$ cat src/rtl/hamming_scrub_ctrl_pkg.sv
// Shared definitions for the Hamming(7,4) scrub controller: default geometry,
// FSM state encoding and the saturating correction-counter helper.
package hamming_pkg;

    localparam int DEF_WIDTH       = 16;
    localparam int DEF_BLOCKS      = DEF_WIDTH / 4;
    localparam int DEF_PARITY_BITS = DEF_BLOCKS * 3;
    localparam int CORR_COUNT_W    = 8;

    typedef enum logic [2:0] {
        ST_RUN,
        ST_ENCODE,
        ST_CHECK,
        ST_CORRECT,
        ST_VERIFY,
        ST_FAULT
    } scrub_state_e;

    // Increment that sticks at all-ones instead of wrapping.
    function automatic logic [CORR_COUNT_W-1:0] sat_inc(input logic [CORR_COUNT_W-1:0] v);
        return (&v) ? v : v + 1'b1;
    endfunction

endpackage

$ cat src/rtl/hamming_scrub_ctrl_if.sv
// Handshake and status bundle between the counter datapath/requester (master)
// and the scrub controller (slave).
interface hamming_scrub_ctrl_if import hamming_pkg::*; #(
    parameter int PARITY_BITS = DEF_PARITY_BITS
);
    logic                    count_req;
    logic                    count_ready;
    logic                    scrub_req;
    logic [PARITY_BITS-1:0]  syndrome;
    logic                    cnt_enable;
    logic                    corr_apply;
    logic                    scrub_busy;
    logic                    scrub_done;
    logic                    fault;
    logic [CORR_COUNT_W-1:0] corr_count;

    modport master (
        output count_req, scrub_req, syndrome,
        input  count_ready, cnt_enable, corr_apply, scrub_busy, scrub_done, fault, corr_count
    );

    modport slave (
        input  count_req, scrub_req, syndrome,
        output count_ready, cnt_enable, corr_apply, scrub_busy, scrub_done, fault, corr_count
    );
endinterface

$ cat src/rtl/hamming_scrub_ctrl_scrub_timer.sv
// Scrub period timer: counts enabled cycles, clear has priority, tc flags the
// last count of the period.
module scrub_timer #(
    parameter int PERIOD = 256
) (
    input  logic clk,
    input  logic reset,
    input  logic clear,
    input  logic enable,
    output logic tc
);
    localparam int            TW   = $clog2(PERIOD + 1);
    localparam logic [TW-1:0] LAST = TW'(PERIOD - 1);

    logic [TW-1:0] count_q;

    // Period counter; clear wins over enable so leaving RUN always restarts it.
    always_ff @(posedge clk or negedge reset) begin
        // NOTE: non-blocking assignments so every flop samples pre-edge values.
        if (!reset) begin
            count_q <= '0;
        end else if (clear) begin
            count_q <= '0;
        end else if (enable) begin
            count_q <= count_q + 1'b1;
        end
    end

    assign tc = (count_q == LAST);

endmodule

$ cat src/rtl/hamming_scrub_ctrl.sv
// Scrub controller for a Hamming(7,4)-protected counter: pauses the requester,
// has the datapath re-encode parity, checks the syndrome, applies up to
// MAX_RETRY corrections and raises a sticky fault if they do not clear it.
module hamming_scrub_ctrl import hamming_pkg::*; #(
    parameter int WIDTH        = DEF_WIDTH,
    parameter int BLOCKS       = WIDTH / 4,
    parameter int PARITY_BITS  = BLOCKS * 3,
    parameter int SCRUB_PERIOD = 256,
    parameter int MAX_RETRY    = 2
) (
    input logic                 clk,
    input logic                 reset,
    hamming_scrub_ctrl_if.slave bus
);
    localparam int            RW          = $clog2(MAX_RETRY + 2);
    localparam logic [RW-1:0] RETRY_LIMIT = RW'(MAX_RETRY);

    scrub_state_e            state_q, state_d;
    logic [RW-1:0]           retry_q;
    logic [CORR_COUNT_W-1:0] corr_count_q;
    logic                    count_ready_q, scrub_busy_q, scrub_done_q;
    logic                    corr_apply_q, fault_q;
    logic [PARITY_BITS-1:0]  syn;
    logic                    syn_nz;
    logic                    timer_tc;
    logic                    start_scrub;

    assign syn    = bus.syndrome;
    assign syn_nz = |syn;

    scrub_timer #(.PERIOD(SCRUB_PERIOD)) u_timer (
        .clk    (clk),
        .reset  (reset),
        .clear  (start_scrub),
        .enable ((state_q == ST_RUN) && bus.count_req),
        .tc     (timer_tc)
    );

    // Next-state decode; scrub_req is only looked at in RUN, so requests
    // arriving mid-scrub are dropped rather than queued.
    always_comb begin
        // NOTE: defaults first so every path assigns state_d (no latch).
        state_d     = state_q;
        start_scrub = 1'b0;
        case (state_q)
            ST_RUN: begin
                if (bus.scrub_req || (timer_tc && bus.count_req)) begin
                    start_scrub = 1'b1;
                    state_d     = ST_ENCODE;
                end
            end
            ST_ENCODE:  state_d = ST_CHECK;
            ST_CHECK:   state_d = syn_nz ? ST_CORRECT : ST_RUN;
            ST_CORRECT: state_d = ST_VERIFY;
            ST_VERIFY: begin
                if (!syn_nz) begin
                    state_d = ST_RUN;
                end else if (retry_q < RETRY_LIMIT) begin
                    state_d = ST_CORRECT;
                end else begin
                    state_d = ST_FAULT;
                end
            end
            ST_FAULT:   state_d = ST_FAULT;
            default:    state_d = ST_RUN;
        endcase
    end

    // State, retry/correction counters and registered outputs decoded from the
    // upcoming state so each output lines up with the state it describes.
    always_ff @(posedge clk or negedge reset) begin
        if (!reset) begin
            state_q       <= ST_RUN;
            retry_q       <= '0;
            corr_count_q  <= '0;
            count_ready_q <= 1'b1;
            scrub_busy_q  <= 1'b0;
            scrub_done_q  <= 1'b0;
            corr_apply_q  <= 1'b0;
            fault_q       <= 1'b0;
        end else begin
            state_q       <= state_d;
            count_ready_q <= (state_d == ST_RUN);
            scrub_busy_q  <= (state_d != ST_RUN) && (state_d != ST_FAULT);
            fault_q       <= (state_d == ST_FAULT);
            corr_apply_q  <= (state_d == ST_CORRECT);
            scrub_done_q  <= ((state_q == ST_CHECK) || (state_q == ST_VERIFY)) && (state_d == ST_RUN);
            if (state_d == ST_ENCODE) begin
                retry_q <= '0;
            end else if (state_d == ST_CORRECT) begin
                retry_q      <= retry_q + 1'b1;
                corr_count_q <= sat_inc(corr_count_q);
            end
        end
    end

    // cnt_enable follows count_req combinationally in RUN; gating with reset
    // keeps the datapath frozen while reset is held even though RUN is shown.
    assign bus.cnt_enable  = reset & count_ready_q & bus.count_req;
    assign bus.count_ready = count_ready_q;
    assign bus.scrub_busy  = scrub_busy_q;
    assign bus.scrub_done  = scrub_done_q;
    assign bus.corr_apply  = corr_apply_q;
    assign bus.fault       = fault_q;
    assign bus.corr_count  = corr_count_q;

endmodule

$ cat src/flat_wrapper.sv
// flat-port wrapper written by rule: the top's interface ports become plain ports
module hamming_scrub_ctrl_flat import hamming_pkg::*;
#(
    parameter int WIDTH        = DEF_WIDTH,
    parameter int BLOCKS       = WIDTH / 4,
    parameter int PARITY_BITS  = BLOCKS * 3,
    parameter int SCRUB_PERIOD = 256,
    parameter int MAX_RETRY    = 2
)
  (clk, reset, bus_count_req, bus_scrub_req, bus_syndrome, bus_count_ready, bus_cnt_enable, bus_corr_apply, bus_scrub_busy, bus_scrub_done, bus_fault, bus_corr_count);
  hamming_scrub_ctrl_if #(.PARITY_BITS(PARITY_BITS)) bus_i ();
  input logic clk;
  input logic reset;
  input wire logic [$bits(bus_i.count_req)-1:0] bus_count_req;
  input wire logic [$bits(bus_i.scrub_req)-1:0] bus_scrub_req;
  input wire logic [$bits(bus_i.syndrome)-1:0] bus_syndrome;
  output wire logic [$bits(bus_i.count_ready)-1:0] bus_count_ready;
  output wire logic [$bits(bus_i.cnt_enable)-1:0] bus_cnt_enable;
  output wire logic [$bits(bus_i.corr_apply)-1:0] bus_corr_apply;
  output wire logic [$bits(bus_i.scrub_busy)-1:0] bus_scrub_busy;
  output wire logic [$bits(bus_i.scrub_done)-1:0] bus_scrub_done;
  output wire logic [$bits(bus_i.fault)-1:0] bus_fault;
  output wire logic [$bits(bus_i.corr_count)-1:0] bus_corr_count;
  assign bus_i.count_req = bus_count_req;
  assign bus_i.scrub_req = bus_scrub_req;
  assign bus_i.syndrome = bus_syndrome;
  assign bus_count_ready = bus_i.count_ready;
  assign bus_cnt_enable = bus_i.cnt_enable;
  assign bus_corr_apply = bus_i.corr_apply;
  assign bus_scrub_busy = bus_i.scrub_busy;
  assign bus_scrub_done = bus_i.scrub_done;
  assign bus_fault = bus_i.fault;
  assign bus_corr_count = bus_i.corr_count;
  hamming_scrub_ctrl #(.WIDTH(WIDTH), .BLOCKS(BLOCKS), .PARITY_BITS(PARITY_BITS), .SCRUB_PERIOD(SCRUB_PERIOD), .MAX_RETRY(MAX_RETRY)) u_core (.clk(clk), .reset(reset), .bus(bus_i));
endmodule
$ cat config.mk
export PLATFORM = sky130hd
export DESIGN_NAME = hamming_scrub_ctrl_flat
export DESIGN_NICKNAME = d
export VERILOG_FILES = /design/src/rtl/hamming_scrub_ctrl_pkg.sv /design/src/rtl/hamming_scrub_ctrl_if.sv /design/src/rtl/hamming_scrub_ctrl_scrub_timer.sv /design/src/rtl/hamming_scrub_ctrl.sv /design/src/flat_wrapper.sv
export SDC_FILE = /design/constraint.sdc
export NUM_CORES = 1
export LEC_CHECK = 0
export ABC_AREA = 1
export CELL_PAD_IN_SITES_DETAIL_PLACEMENT = 2
export CELL_PAD_IN_SITES_GLOBAL_PLACEMENT = 2
export CORE_ASPECT_RATIO = 0.5
export CORE_MARGIN = 4
export CORE_UTILIZATION = 34
export CTS_BUF_LIST = sky130_fd_sc_hd__clkbuf_2 sky130_fd_sc_hd__clkbuf_4 sky130_fd_sc_hd__clkbuf_8
export DETAILED_ROUTE_END_ITERATION = 10
export HOLD_SLACK_MARGIN = 0.08
export PLACE_DENSITY = 0.95
export REMOVE_ABC_BUFFERS = 1
export SYNTH_ARGS = -nofsm -noshare
export SYNTH_HDL_FRONTEND = slang
export SYNTH_SLANG_ARGS = --single-unit
$ cat constraint.sdc
create_clock -name clk -period 5.14 [get_ports clk]
set_input_delay 1.028 -clock clk [delete_from_list [all_inputs] [get_ports clk]]
set_output_delay 1.028 -clock clk [all_outputs]
set_load 0.02 [all_outputs]
==> impl_metrics.ini, run 1 <==
[run_status]
run_status = completed

[placed_design]
gp_congestion = 0.780
port_buffers = 29
dpl.hpwl_um = 3870
placedCellCount = 265

[routing]
ant_nets = 0
dr_total_vias = 1346
wire_per_inst_um = 18.3
drtPass1Iterations = 4
viasPerCell = 5.00
drcViolationCount = 0
drt-total-wl_um = 4920
drt_iter0_drc = 28

[cts]
cts_resized = 0
cts_setup_buffers = 0
hold_buffers = 0
clockBufferDepth = 2
root_buffer = clkbuf_8
clkTransAtPathRegs_ps = 110
cts_made_buffers = 3
cts_tree = built
htreeDepth = 1
clock_sinks = 27
insertion_delay_ps = 290

[timing]
worst_pin_slew_ps = 374
hold_ws_ps = 549
finClkSkew_ps = 9.07
finalHoldViolations = 0
finalCritPeriodShare_pct = 72.1
tns_ps = 0
fmax_mhz = 270
drv_slew = 0
relSlewSlack_pct = 75.1
rsz0062_at_grt = false
setup-violations-final = 0
layout_min_cycle_time_ps = 3710

[floorplan]
rows = 16
die-height_um = 55.6
core_area_um2 = 4120
ioPinCount = 30
dieArea_um2 = 5740
initial_utilization_pct = 37.4
die_w_um = 103

[pwr]
power.total_uw = 368
p_leak_uw = 0.000924
max-vdd-ir-drop_mv = 0.0858
power_density_nw_per_um2 = 191

[cells_and_area]
area_growth_pct = 25.0
fillerInstances = 468
layout.nets = 235
final_core_util_pct = 46.8
drive_gt1_share_pct = 18.6
stdcell_count = 269
layout_commonest_cell = nand2_1
layout.cells.most_common_list = nand2_1 (34), clkdlybuf4s50_1 (29), dfrtp_1 (26), inv_1 (20), nor2_1 (16)
n_antenna_cell = 0

[critical_path]
startpoint_type = input port
arrival_ps = 2680
reg2regPathDepth = 12
end_kind = output pin
worstPathMaxFanout = 28
regToRegSetupSlack_ps = 2990
rr_startpoint = u_core.u_timer.count_q[0]$_DFFE_PN0P_
r2r-end = u_core.bus.scrub_busy$_DFF_PN0_
worstSetupPathType = in -> out
crit_required_ps = 4110

[synth]
async_flop_share_pct = 100
ys_ff_latch = 27
synth_edf_count = 0
synthFlopType = dfrtp_1
avgSynthCellArea_um2 = 8.43
synth_cell_type_count = 29
syn-cell-area_um2 = 1540
ys_warn_count = 0
synth-seq-area-share_pct = 43.9
netlist_instances = 183

[flow_run]
maxCapViolCount = 0

[min_path]
worstHoldEndpoint = u_core.u_timer.count_q[8]$_DFFE_PN0P_
hold_class = reg -> reg
hold_start = u_core.u_timer.count_q[8]$_DFFE_PN0P_
min_path_cells = 2

[global_route]
grt_overflow_total = 0
grt_pass1_wl_um = 8280
grt_max_degree = 29
antenna_found_initial = 0
grt.total_usage_pct = 18.8
grt_pass1_vias = 1615
metal layers:
| layer | part of all wire [%] | vias to the layer above | GRT usage, % |
|---|---|---|---|
| met4 | 1.9 | 0 | 7.20 |
| met1 | 44 | 676 | 23.0 |
| met3 | 2.7 | 8 | 3.63 |
| met5 | 0 | - | 0 |
| li1 | - | 641 | - |
| met2 | 52 | 21 | 32.5 |
cell families after synthesis:
kind of cell | Yosys count | synth area share [%]
buf+inv | 27 | 7.79
fa+ha+maj | 3 | 2.43
simple gates | 99 | 34.0
xor+xnor | 8 | 4.54
compound gates | 19 | 7.38
flops | 27 | 43.9
per-stage QoR:
| step | setup slack [ps] | area, um2 |
|---|---|---|
| after floorplan | 2730 | 1520 |
| after global placement | 1480 | 1880 |
| after detailed placement | 1380 | 1880 |
| after CTS | 1390 | 1930 |
| final | 1430 | 1930 |
| after global routing | 1270 | 1930 |
synth_stat cells (2+ instances only):
cell type / n / share of area, %
o21ai_0: 4 / 1.3
o21ai_1: 2 / 0.65
dfrtp_1: 26 / 42
nand3_1: 15 / 4.9
inv_2: 5 / 1.2
nor3_1: 5 / 1.6
nand2_2: 9 / 3.6
xnor2_1: 3 / 1.7
nand2_4: 5 / 3.6
nand4_1: 2 / 0.81
nor2_1: 16 / 3.9
a21oi_1: 8 / 2.6
inv_1: 20 / 4.9
nor2_4: 2 / 1.5
xor2_1: 5 / 2.8
nor2_2: 6 / 2.4
o21ai_2: 3 / 1.7
ha_1: 3 / 2.4
nand2_1: 34 / 8.3
final cells by class:
| type | count | area (um2) | share of cell area, % |
|---|---|---|---|
| clock buffer | 3 | 41.3 | 2.14 |
| clock inverter | 1 | 5.00 | 0.260 |
| multi-input combinational | 129 | 746 | 38.7 |
| tap | 54 | 67.6 | 3.50 |
| timing repair buffer | 30 | 298 | 15.4 |
| inverter | 25 | 93.8 | 4.87 |
| sequential | 27 | 677 | 35.1 |
registers in the layout, indices dropped and copies added, names as in the netlist:
| name | cells |
|---|---|
| u_core.bus.corr_apply | 1 |
| u_core.bus.corr_count | 8 |
| u_core.bus.count_ready | 1 |
| u_core.bus.fault | 1 |
| u_core.u_timer.count_q | 9 |
| u_core.bus.scrub_done | 1 |
| u_core.bus.scrub_busy | 1 |
| u_core.retry_q | 2 |
| u_core.state_q | 3 |
worst max path at each step:
stage / start / endpoint / slack (ps) / depth (start not counted)
floorplan: bus_count_req / bus_cnt_enable / 2730 / 2
global placement: reset / bus_cnt_enable / 1480 / 5
detailed placement: reset / bus_cnt_enable / 1380 / 5
CTS: reset / bus_cnt_enable / 1390 / 5
global route: reset / bus_cnt_enable / 1270 / 5
finish: reset / bus_cnt_enable / 1430 / 5
worst max-delay path, cell delays in order:
cell and delay [ps]:
clkdlybuf4s50_1 460, buf_4 340, nand2_1 100, nor2_1 110, clkdlybuf4s50_1 620
where the power goes:
group | internal (uW) | switching, uW
sequential | 214 | 1.28
combinational | 12.6 | 10.4
clock | 54.6 | 75.0
total | 281 | 86.7
(Power assumes the default switching activity.)
==> inputs of run 2 (changes only) <==
--- a/config.mk
+++ b/config.mk
@@ -10,11 +10,11 @@
 export CELL_PAD_IN_SITES_GLOBAL_PLACEMENT = 2
 export CORE_ASPECT_RATIO = 0.5
 export CORE_MARGIN = 4
-export CORE_UTILIZATION = 34
+export CORE_UTILIZATION = 31
 export CTS_BUF_LIST = sky130_fd_sc_hd__clkbuf_2 sky130_fd_sc_hd__clkbuf_4 sky130_fd_sc_hd__clkbuf_8
 export DETAILED_ROUTE_END_ITERATION = 10
 export HOLD_SLACK_MARGIN = 0.08
-export PLACE_DENSITY = 0.95
+export PLACE_DENSITY = 0.93
 export REMOVE_ABC_BUFFERS = 1
 export SYNTH_ARGS = -nofsm -noshare
 export SYNTH_HDL_FRONTEND = slang
==> constraint.sdc (replaced) <==
create_clock -name clk -period 3.6 [get_ports clk]
set_input_delay 0.72 -clock clk [delete_from_list [all_inputs] [get_ports clk]]
set_output_delay 0.72 -clock clk [all_outputs]
set_load 0.02 [all_outputs]
==> run 2 against run 1 <==
  * Die area increased by 8.6%
  * Register-to-register slack got worse by 1600 ps
  * Sequential power rose by 43%
  * Combinational power increased by 45%
  * Cell count grew 4.5%
  * Critical path depth fell by 1
  * Sequential share of layout area is 0.32 points lower
  * Global-route usage decreased by 1.2 points
  * Clock-buffer cell count increased by 1
  * Core utilization is 4.4 points lower
  * Worst setup slack got worse by 560 ps
  * First-iteration DRC count grew 29%
==> impl_metrics.ini, run 2 (synthesis results as in run 1) <==
[critical_path]
worstSetupPathType = in -> out
cp_common_cell = clkdlybuf4s50_1
cp_num_buf_inv = 3
critPathTopFamily = buffers and inverters
critPathSlowestCell = clkdlybuf4s50_1
max_stage_delay_ps = 600
arrival_ps = 2010
startpoint_type = input port
end_kind = output pin
crit_required_ps = 2880
path_cells = clkdlybuf4s50_1 -> inv_1 -> nor2_1 -> clkdlybuf4s50_1
worstPathMaxFanout = 2

[cts]
clockBufferDepth = 2
htreeDepth = 1
cts_resized = 0
insertion_delay_ps = 280
cts_tree = built
clock_sinks = 27
cts_made_buffers = 3
cts_setup_buffers = 0
root_buffer = clkbuf_8
clkTransAtPathRegs_ps = 90
hold_buffers = 0

[cells_and_area]
largest_reg_flops = 9
area_growth_pct = 26.1
layout.cells.most_common_list = nand2_1 (34), clkdlybuf4s50_1 (29), dfrtp_1 (26), inv_1 (20), nor2_1 (16)
n_antenna_cell = 0
drive_gt1_share_pct = 18.6
regMostFlops = u_core.u_timer.count_q
fillerInstances = 524
layout.nets = 235
layout_commonest_cell = nand2_1

[routing]
viasPerCell = 4.90
drcViolationCount = 0
drt-total-wl_um = 5160
drt_iter0_drc = 36
ant_nets = 0
dr_total_vias = 1377
drtPass1Iterations = 4
wire_per_inst_um = 18.3

[timing]
hold_ws_ps = 540
layout_min_cycle_time_ps = 2730
rsz0062_at_grt = false
finalHoldViolations = 0
finalCritPeriodShare_pct = 75.9
fmax_mhz = 366
setup-violations-final = 0
drv_slew = 0
worst_pin_slew_ps = 434
tns_ps = 0
finClkSkew_ps = 6.42
relSlewSlack_pct = 71.1

[floorplan]
dieArea_um2 = 6240
die-height_um = 57.9
rows = 17
core_area_um2 = 4590
ioPinCount = 30
initial_utilization_pct = 33.6
die_w_um = 108

[global_route]
grt.total_usage_pct = 17.6
grt_overflow_total = 0
antenna_found_initial = 0
grt_pass1_vias = 1567
grt_max_degree = 28
grt_pass1_wl_um = 8580

[pwr]
clkPwrFrac_pct = 35.6
power_density_nw_per_um2 = 272
p_int_uw = 411
p_sw_uw = 118
pwr-share-seq_pct = 58.1
comb_power_share_pct = 6.3
power.total_uw = 528
max-vdd-ir-drop_mv = 0.119
p_leak_uw = 0.000925
netSwitchingFraction_pct = 22.3

[flow_run]
maxCapViolCount = 0

[min_path]
hold_class = reg -> reg

[placed_design]
port_buffers = 29
dpl.hpwl_um = 3440
gp_congestion = 0.730

[run_status]
run_status = completed
[run 2: changes by cell type in the layout (fill, tap and decap cells not counted)]
| cell | previous run | this run |
|---|---|---|
| clkbuf_4 | 0 | 1 |
| clkinv_2 | 1 | 0 |
[run 2: final cells by class]
cell class,instances,area [um2],share of cell area [%]
clock buffers,4,48.8,2.51
inverters,25,93.8,4.82
multi-input cells,129,746,38.3
flip-flops and latches,27,677,34.8
well taps,66,82.6,4.24
repair buffers,30,298,15.3
[run 2: tightest hold or removal path: stages (launching register included)]
cell and delay [ps]:
dfrtp_1 330, inv_1 50, o32ai_1 110
[run 2: per-layer routing]
| metal | vias up | track usage, % | wire [um] |
|---|---|---|---|
| met4 | 0 | 3.78 | 78 |
| met2 | 20 | 33.9 | 2770 |
| met1 | 704 | 21.0 | 2200 |
| met3 | 8 | 2.56 | 102 |
| met5 | - | 0 | 0 |
| li1 | 645 | - | - |
[run 2: power groups by stage]
| stage | Clock [uW] | Sequential (uW) | Combinational, uW |
|---|---|---|---|
| after detailed placement | 0 | 313 | 33.2 |
| after floorplan | 0 | 313 | 7.31 |
| after CTS | 192 | 307 | 34.3 |
| after global routing | 201 | 307 | 37.2 |
| final | 188 | 307 | 33.4 |
| after global placement | 0 | 313 | 31.6 |
[run 2: stage by stage]
| step | setup slack, ps | instances | cell area (um2) | utilization (%) |
|---|---|---|---|---|
| floorplan | 1800 | 181 | 1520 | - |
| global placement | 878 | 277 | 1900 | 41.3 |
| detailed placement | 868 | 277 | 1900 | 41.3 |
| CTS | 860 | 281 | 1950 | 42.3 |
| global route | 810 | 281 | 1950 | 42.3 |
| finish | 869 | 281 | 1950 | 42.3 |
[run 2: path summary, 6_finish.rpt]
kind / start / end / slack [ps] / cells past startpoint
setup / recovery: bus_count_req / bus_cnt_enable / 870 / 4
hold / removal: u_core.u_timer.count_q[8]$_DFFE_PN0P_ / u_core.u_timer.count_q[8]$_DFFE_PN0P_ / 540 / 2
setup reg to reg: u_core.u_timer.count_q[3]$_DFFE_PN0P_ / u_core.bus.scrub_done$_DFF_PN0_ / 1380 / 16
hold reg to reg: u_core.u_timer.count_q[8]$_DFFE_PN0P_ / u_core.u_timer.count_q[8]$_DFFE_PN0P_ / 540 / 2
max in group asynchronous: reset / u_core.bus.count_ready$_DFF_PN1_ / 2440 / 2
min in group asynchronous: reset / u_core.bus.scrub_done$_DFF_PN0_ / 850 / 2
